## src/rtl/cisc_pkg.sv

```systemverilog
// Shared CISC definitions: opcode constants, fetch/decode FSM states and instruction length.
// The HALT state only exists when CISC_FETCH_ILLEGAL_TRAP_EN is defined.
package cisc_pkg;

  localparam logic [7:0] OP_ADD = 8'h00;
  localparam logic [7:0] OP_SUB = 8'h01;
  localparam logic [7:0] OP_AND = 8'h02;
  localparam logic [7:0] OP_OR  = 8'h03;
  localparam logic [7:0] OP_XOR = 8'h04;
  localparam logic [7:0] OP_NOT = 8'h05;
  localparam logic [7:0] OP_JMP = 8'h10;

  typedef enum logic [2:0] {
    ST_OP    = 3'd0,
    ST_B1    = 3'd1,
    ST_B2    = 3'd2,
    ST_B3    = 3'd3,
    ST_ISSUE = 3'd4
`ifdef CISC_FETCH_ILLEGAL_TRAP_EN
    ,
    ST_HALT  = 3'd5
`endif
  } state_e;

  // Encoded length in bytes; illegal opcodes report 1.
  function automatic logic [2:0] instr_len(input logic [7:0] op);
    if (op <= OP_XOR)      return 3'd4;
    else if (op == OP_NOT) return 3'd3;
    else if (op == OP_JMP) return 3'd2;
    else                   return 3'd1;
  endfunction

endpackage

```

## src/rtl/cisc_opcode_len.sv

```systemverilog
// Combinational opcode classifier: byte length, jump flag and illegal flag.
import cisc_pkg::*;

module cisc_opcode_len (
  input  logic [7:0] op,
  output logic [2:0] len,
  output logic       is_jmp,
  output logic       is_illegal
);

  always_comb begin
    len        = instr_len(op);
    is_jmp     = (op == OP_JMP);
    is_illegal = (instr_len(op) == 3'd1);
  end

endmodule

```

## src/rtl/cisc_fetch_decode.sv

```systemverilog
// Byte-serial instruction fetch and decode front end with internal JMP resolution.
// Optional illegal-opcode trap selected by the CISC_FETCH_ILLEGAL_TRAP_EN macro.
import cisc_pkg::*;

module cisc_fetch_decode #(
  parameter int                ADDR_W   = 8,
  parameter logic [ADDR_W-1:0] RESET_PC = '0
) (
  input  logic              clk,
  input  logic              rst_n,
  output logic              mem_req,
  output logic [ADDR_W-1:0] mem_addr,
  input  logic              mem_ack,
  input  logic [7:0]        mem_rdata,
  output logic              dec_valid,
  input  logic              dec_ready,
  output logic [7:0]        opcode,
  output logic [7:0]        operand1,
  output logic [7:0]        operand2,
  output logic [7:0]        operand3,
  output logic [ADDR_W-1:0] pc,
  output logic              illegal,
  output logic [2:0]        dbg_state
);

  // Handshake: a bundle transfers on a rising edge where dec_valid and dec_ready are
  // both high; a byte transfers on a rising edge where mem_req and mem_ack are both high.
  state_e     state;
  logic [2:0] len_q;
  logic       jmp_q;
  logic [2:0] offset;
  logic [2:0] dec_len;
  logic       dec_jmp;
  logic       dec_illegal;

  cisc_opcode_len u_len (
    .op         (mem_rdata),
    .len        (dec_len),
    .is_jmp     (dec_jmp),
    .is_illegal (dec_illegal)
  );

`ifdef CISC_FETCH_ILLEGAL_TRAP_EN
  logic illegal_q;
  assign illegal = illegal_q;
`else
  assign illegal = 1'b0;
`endif

  always_comb begin
    offset = 3'd0;
    case (state)
      ST_B1:   offset = 3'd1;
      ST_B2:   offset = 3'd2;
      ST_B3:   offset = len_q - 3'd1;
      default: offset = 3'd0;
    endcase
  end

  // Gated by rst_n so the request drops the moment reset asserts, even though state is OP.
  assign mem_req   = rst_n && (state inside {ST_OP, ST_B1, ST_B2, ST_B3});
  assign mem_addr  = pc + ADDR_W'(offset);
  assign dec_valid = (state == ST_ISSUE);
  assign dbg_state = state;

  always_ff @(posedge clk or negedge rst_n) begin
    if (!rst_n) begin
      state    <= ST_OP;
      pc       <= RESET_PC;
      opcode   <= 8'h00;
      operand1 <= 8'h00;
      operand2 <= 8'h00;
      operand3 <= 8'h00;
      len_q    <= 3'd0;
      jmp_q    <= 1'b0;
`ifdef CISC_FETCH_ILLEGAL_TRAP_EN
      illegal_q <= 1'b0;
`endif
    end else begin
      case (state)
        ST_OP: if (mem_ack) begin
          opcode   <= mem_rdata;
          operand1 <= 8'h00;
          operand2 <= 8'h00;
          operand3 <= 8'h00;
          len_q    <= dec_len;
          jmp_q    <= dec_jmp;
          if (dec_illegal) begin
`ifdef CISC_FETCH_ILLEGAL_TRAP_EN
            illegal_q <= 1'b1;
            state     <= ST_HALT;
`else
            state <= ST_ISSUE;
`endif
          end else begin
            state <= ST_B1;
          end
        end
        ST_B1: if (mem_ack) begin
          if (jmp_q) begin
            pc    <= ADDR_W'(mem_rdata);
            state <= ST_OP;
          end else begin
            operand1 <= mem_rdata;
            state    <= (len_q == 3'd3) ? ST_B3 : ST_B2;
          end
        end
        ST_B2: if (mem_ack) begin
          operand2 <= mem_rdata;
          state    <= ST_B3;
        end
        ST_B3: if (mem_ack) begin
          operand3 <= {4'h0, mem_rdata[3:0]};
          state    <= ST_ISSUE;
        end
        ST_ISSUE: if (dec_ready) begin
          pc    <= pc + ADDR_W'(len_q);
          state <= ST_OP;
        end
`ifdef CISC_FETCH_ILLEGAL_TRAP_EN
        ST_HALT: state <= ST_HALT;
`endif
        default: state <= ST_OP;
      endcase
    end
  end

endmodule

```

## config.mk

```make
export PLATFORM = sky130hd
export DESIGN_NAME = cisc_fetch_decode
export DESIGN_NICKNAME = d
export VERILOG_FILES = /design/src/rtl/cisc_pkg.sv /design/src/rtl/cisc_opcode_len.sv /design/src/rtl/cisc_fetch_decode.sv
export SDC_FILE = /design/constraint.sdc
export NUM_CORES = 1
export LEC_CHECK = 0
export CORE_MARGIN = 4
export CORE_UTILIZATION = 48
export CTS_CLUSTER_DIAMETER = 200
export CTS_CLUSTER_SIZE = 14
export DETAILED_ROUTE_END_ITERATION = 16
export PLACE_DENSITY = 0.82
export RECOVER_POWER = 25
export SETUP_SLACK_MARGIN = 0.3
export SLEW_MARGIN = 15
export SYNTH_ARGS = -nofsm -noshare
export SYNTH_HDL_FRONTEND = slang
export SYNTH_HIERARCHICAL = 1
export SYNTH_SLANG_ARGS = --single-unit
```

## constraint.sdc

```tcl
create_clock -name clk -period 3.4 [get_ports clk]
set_clock_uncertainty 0.15 [all_clocks]
set_input_delay 0.68 -clock clk [delete_from_list [all_inputs] [get_ports clk]]
set_output_delay 0.68 -clock clk [all_outputs]
set_load 0.02 [all_outputs]
```

==> results of run 1 <==
report_power, final:
group	leakage (nW)	switching (W)	total (W)	internal (W)
logic	0.738	0.000787	0.00142	0.000634
clock network	0.0654	0.000178	0.000472	0.000294
registers	0.552	0.000143	0.000798	0.000655
total	1.36	0.00111	0.00269	0.00158
placed cells by master (no fill, tap or decap), types with 2 or more instances in the layout:
master,n
o21ai_0,27
ha_1,6
a22oi_1,2
nand3b_1,2
dlygate4sd2_1,3
buf_4,17
a211o_1,2
a21oi_1,11
mux2_2,9
a22o_1,4
o2bb2ai_1,4
nand3_1,2
bufinv_16,2
o22ai_1,2
xnor2_1,8
nor3_1,4
nand2_1,48
conb_1,5
clkbuf_1,2
dfrtp_1,42
inv_1,9
mux2i_1,2
clkbuf_8,5
nand2b_1,3
o21ai_1,2
nor2_1,10
inv_2,3
o21bai_1,2
clkdlybuf4s50_1,51
a31oi_1,3
cells by family (layout without fill, tap and decap cells):
| kind of cell | Yosys count | in the layout | synth area share |
|---|---|---|---|
| multiplexers | 11 | 11 | 0.0504 |
| other | 1 | 5 | 0.00156 |
| buffers and inverters | 31 | 93 | 0.0737 |
| flip-flops | 43 | 43 | 0.447 |
| adder cells (fa/ha/maj) | 10 | 10 | 0.0582 |
| AND/OR/NAND/NOR | 83 | 83 | 0.163 |
| XOR/XNOR | 8 | 8 | 0.0291 |
| AO/OA/AOI/OAI | 69 | 69 | 0.178 |
state kept, by name, summed over array words and instances, names as in the netlist:
name and flops:
operand1 8, operand3 4, opcode 8, jmp_q 1, dbg_state 3, operand2 8
len_q 3, pc 8
path summary, 6_finish.rpt:
check | startpoint | end | cells after the start
setup / recovery | len_q[1] | mem_addr[7] | 10
hold / removal | rst_n | dbg_state[0] | 2
setup reg to reg | dbg_state[2] | opcode[2] | 4
hold reg to reg | operand2[0] | operand2[0] | 2
max in group asynchronous | rst_n | dbg_state[2] | 2
min in group clk | operand2[0] | operand2[0] | 2
worst max-delay path: cells and delay by family, from the launching register on:
kind	cells	cell delay [ps]
AOI/OAI and AO/OA	3	610
adders and majority gates	2	410
xor gates and xnor gates	1	140
and+or+nand+nor	1	80
DFF	1	400
buffers and inverters	3	320
through the flow:
step	util	instance area [um^2]
after floorplan	-	2420
after CTS	0.662	3170
after detailed placement	0.636	3040
final	0.674	3230
after global placement	0.636	3040
after global routing	0.674	3230
layer usage:
| layer | global-route usage | up-vias | wire, um |
|---|---|---|---|
| li1 | - | 1002 | - |
| met1 | 0.286 | 983 | 2740 |
| met2 | 0.310 | 95 | 2730 |
| met3 | 0.0624 | 22 | 462 |
| met4 | 0.0756 | 0 | 184 |
| met5 | 0 | - | 0 |
cell type report:
type                            instances  area (um^2)
Fill cell                             390         1560
Multi-Input combinational cell        186         1210
Sequential cell                        43         1080
Timing Repair Buffer                   72          668
Tap cell                               67         83.8
Clock buffer                            6         72.6
Clock inverter                          2         60.1
Inverter                               13         50.0
timing repair:
| action | 4_1_cts | 5_1_grt |
|---|---|---|
| gates resized for setup | 31 | 14 |
| setup endpoints to repair | 8 | 6 |
| pin swaps | 6 | 3 |
| buffers inserted | 1 | 2 |
| gates cloned | 0 | 0 |
==> impl_metrics.tcl, run 1 <==
set metrics [dict create \
    status "completed" \
    yosysMostFrequentCell "nand2_1" \
    die_h_um 78.9 \
    diodes 0 \
    finalSetupViolCount 0 \
    ys_ff_latch 43 \
    ctsLongestPathBuffers 2 \
    cts.sinks 43 \
    hold_slack_ps 324 \
    grt_pass1_vias 2098 \
    die_w_um 78.9 \
    path_max_fanout 3 \
    synth_area_um2 2410 \
    holdCritPathClass "in2async" \
    seq_area_frac_synth 0.447 \
    hold_buffers 0 \
    port_buffers 60 \
    clk_latency_ps 300 \
    crit_chain "inv_2 > ha_4 > a211o_1 > inv_1 > ha_1 > a21o_1 > a21oi_4 > nor2_1 > xnor2_1 > buf_4" \
    synth_cell_types 49 \
    drt_pass1_iterations 4 \
    area_growth_pct 33.9 \
    antenna_found_initial 0 \
    finalCriticalPeriod_ps 3090 \
    cp-end-kind "output pin" \
    grt_pass1_wl_um 10300 \
    clk_pin_slew_ps 80 \
    ios 66 \
    die_area_um2 6220 \
    power_density_nw_per_um2 834 \
    cp-start-kind "flop" \
    drv_slew 0 \
    dpl.cell_count 378 \
    synth_top_area_cell "dfrtp_1" \
    slowest_stage "dfrtp_1" \
    drt_iter0_markers 151 \
    ys_top_cells_by_count "nand2_1, dfrtp_1, o21ai_0" \
    max_freq_mhz 324 \
    hold_viol_final 0 \
    ir_drop_mv 0.503 \
    yosysWarnings 6 \
    dpl.hpwl_um 4290 \
    avgSynthCellArea_um2 9.41 \
    wl_um 6120 \
    cpPeakStageDelay_ps 400 \
    vias_per_cell 5.40 \
    async_flop_share 1.00 \
    grt_usage 0.207 \
    drc 0 \
    routedWlPerCell_um 15.7 \
    antenna_left 0 \
    cts_root_buf "clkbuf_8" \
    fin_cells 389 \
    nNetsFinal 343 \
    crit_required_ps 2570 \
    worst_slack_ps 309 \
    htree_levels 2 \
    vias 2102 \
    drive_above_1_share 0.155 \
    synth_ff_type "dfrtp_1" \
    dp_slack_ps -54.7 \
    tightest_slew_ps 660 \
    cp.arrival_ps 2260 \
    crit_type "reg2out" \
    cts_tree "done" \
    cap_viol_max_count 0 \
    num_rows 25 \
    leakage_nw 1.36 \
    synth_top_area_share 0.447 \
    coreArea_um2 4790 \
    grt_max_degree 44 \
    gp_congestion 0.812 \
    slew_headroom 0.559 \
    synthCells 256 \
    finalPower_w 0.00269 \
    fin_crit_sh 0.909 \
    initial_utilization 0.504 \
    r2r_slack_ps 1250 \
    synth-edff-count 0 \
    cts_buffers 5 \
    synth_area_leaders "dfrtp_1, nand2_1, o21ai_0, mux2_2, ha_1" \
    gr-total-overflow 0 \
    fin_tns_setup_ps 0 \
    rsz0062_at_grt "yes" \
]
No activity file was read; power rests on OpenSTA's default activity.
==> run 2: changes to the inputs <==
CORE_UTILIZATION = 50   (was 48)
CTS_BUF_LIST = sky130_fd_sc_hd__clkbuf_4   (was default)
PLACE_DENSITY = 0.85   (was 0.82)
==> impl_metrics.tcl, run 2 (synthesis gave the netlist of run 1 again) <==
set metrics [dict create \
    num_rows 24 \
    power_density_nw_per_um2 825 \
    crit_type "reg2reg" \
    cts.sinks 43 \
    routedWlPerCell_um 16.9 \
    cts_root_buf "clkbuf_4" \
    htree_levels 2 \
    final_common_cell "clkdlybuf4s50_1" \
    crit_required_ps 3560 \
    violations "max-capacitance violations, max-slew violations" \
    tightest_slew_ps 2310 \
    cap_viol_max_count 1 \
    ir_drop_mv 0.735 \
    antenna_found_initial 0 \
    cp-start-kind "flop" \
    gr-total-overflow 0 \
    ctsLongestPathBuffers 2 \
    leakage_nw 1.45 \
    die_w_um 77.4 \
    path_max_fanout 2 \
    max_freq_mhz 299 \
    port_buffers 60 \
    vias_per_cell 5.65 \
    nNetsFinal 366 \
    ios 66 \
    holdCritPathClass "reg2reg" \
    grt_pass1_vias 2169 \
    area_growth_pct 38.2 \
    final_cell_mix "clkdlybuf4s50_1, nand2_1, dfrtp_1" \
    grt_pass1_wl_um 10400 \
    slew_headroom -0.537 \
    drt_iter0_markers 182 \
    fin_area_um2 3330 \
    hold_viol_final 0 \
    cts_tree "done" \
    clk_pin_slew_ps 130 \
    crit_chain "inv_2 > buf_6 > buf_4 > buf_4 > buf_4 > buf_4 > buf_4 > buf_4 > buf_4 > buf_4 > buf_4 > buf_4 > buf_4 > buf_4 > buf_4 > buf_4 > buf_4 > buf_4 > buf_4 > buf_6 > buf_4 > buf_4 > o21ai_2" \
    status "finished, violations left" \
    cp-end-kind "flop" \
    grt_usage 0.216 \
    cp.arrival_ps 3500 \
    wl_um 6720 \
    drt_pass1_iterations 4 \
    finalSetupViolCount 0 \
    hold_slack_ps 344 \
    gp_congestion 0.862 \
    path_delay_family "buffers and inverters" \
    diodes 0 \
    cpMostUsedCell "buf_4" \
    drive_above_1_share 0.229 \
    slowest_stage "dfrtp_1" \
    cpPeakStageDelay_ps 390 \
    cp_num_buf_inv 22 \
    placed_area_um2 3030 \
    worst_slack_ps 57.7 \
    cts_buffers 5 \
    initial_utilization 0.535 \
    drv_slew 44 \
    fin_crit_sh 0.983 \
    die_h_um 77.4 \
    antenna_left 0 \
    finalCriticalPeriod_ps 3340 \
    coreArea_um2 4500 \
    die_area_um2 5990 \
    dpl.hpwl_um 4190 \
    n_fill_cell 325 \
    dp_slack_ps -36.2 \
    rsz0062_at_grt "yes" \
    vias 2242 \
    drc 0 \
    grt_max_degree 44 \
    clk_latency_ps 370 \
]
## run 2: cell count changes in the layout (fill, tap and decap cells not counted), sizes merged
| cell | delta |
|---|---|
| buf | +24 |
| bufinv | -2 |
| dlygate4sd2 | -2 |
| clkbuf | +1 |
| clkinv | +1 |
| clkinvlp | +1 |
## run 2: layout make-up
type                    instances  area, um^2  share of cell area
well taps                      52        65.1              0.0195
inverters                      13        50.0              0.0150
repair buffers                 95         848               0.255
clock buffers                   6        45.0              0.0135
flip-flops and latches         43        1080               0.323
clock inverters                 2        12.5             0.00376
multi-input cells             186        1230               0.370
## run 2: stage by stage
step / util / power (W) / cells / TNS [ps]
2_1_floorplan: - / 0.00166 / 260 / 0
3_3_place_gp: 0.673 / 0.00218 / 364 / 0
3_5_place_dp: 0.673 / 0.00221 / 364 / -58.7
4_1_cts: 0.725 / 0.00262 / 394 / 0
5_1_grt: 0.739 / 0.00291 / 397 / 0
6_report: 0.739 / 0.00275 / 397 / 0
## run 2: final timing paths
kind	endpoint	cells after the start	slack, ps	start
max	len_q[0]	23	60	len_q[0]
min	operand2[0]	2	340	operand2[0]
max reg2reg	len_q[0]	23	60	len_q[0]
min reg2reg	operand2[0]	2	340	operand2[0]
max in group asynchronous	operand2[5]	2	860	rst_n
min in group asynchronous	dbg_state[0]	2	930	rst_n
## run 2: power by group
| group | leakage [nW] | total (W) | switching (W) | internal (W) |
|---|---|---|---|---|
| combinational | 0.865 | 0.00169 | 0.000878 | 0.000812 |
| sequential | 0.553 | 0.000795 | 0.000142 | 0.000653 |
| clock | 0.0317 | 0.000262 | 0.000174 | 0.0000879 |
## run 2: worst min-delay path: stages (launching register included)
cell     delay (ps)
dfrtp_1         370
nand2_1          50
o21ai_0          60
## run 2: layer usage
| layer | up-vias | share of wire | wire [um] | global-route usage |
|---|---|---|---|---|
| li1 | 1047 | - | - | - |
| met4 | 0 | 0.037 | 250 | 0.0872 |
| met3 | 23 | 0.087 | 581 | 0.0590 |
| met2 | 118 | 0.47 | 3150 | 0.340 |
| met5 | - | 0 | 0 | 0 |
| met1 | 1054 | 0.41 | 2740 | 0.283 |
## run 2: timing repair
| item | 4_1_cts | 5_1_grt |
|---|---|---|
| setup buffers | 22 | 3 |
| hold buffers | 0 | 0 |
| resized for setup | 38 | 21 |
| pin swaps | 11 | 8 |
| endpoints found under the setup margin | 8 | 8 |
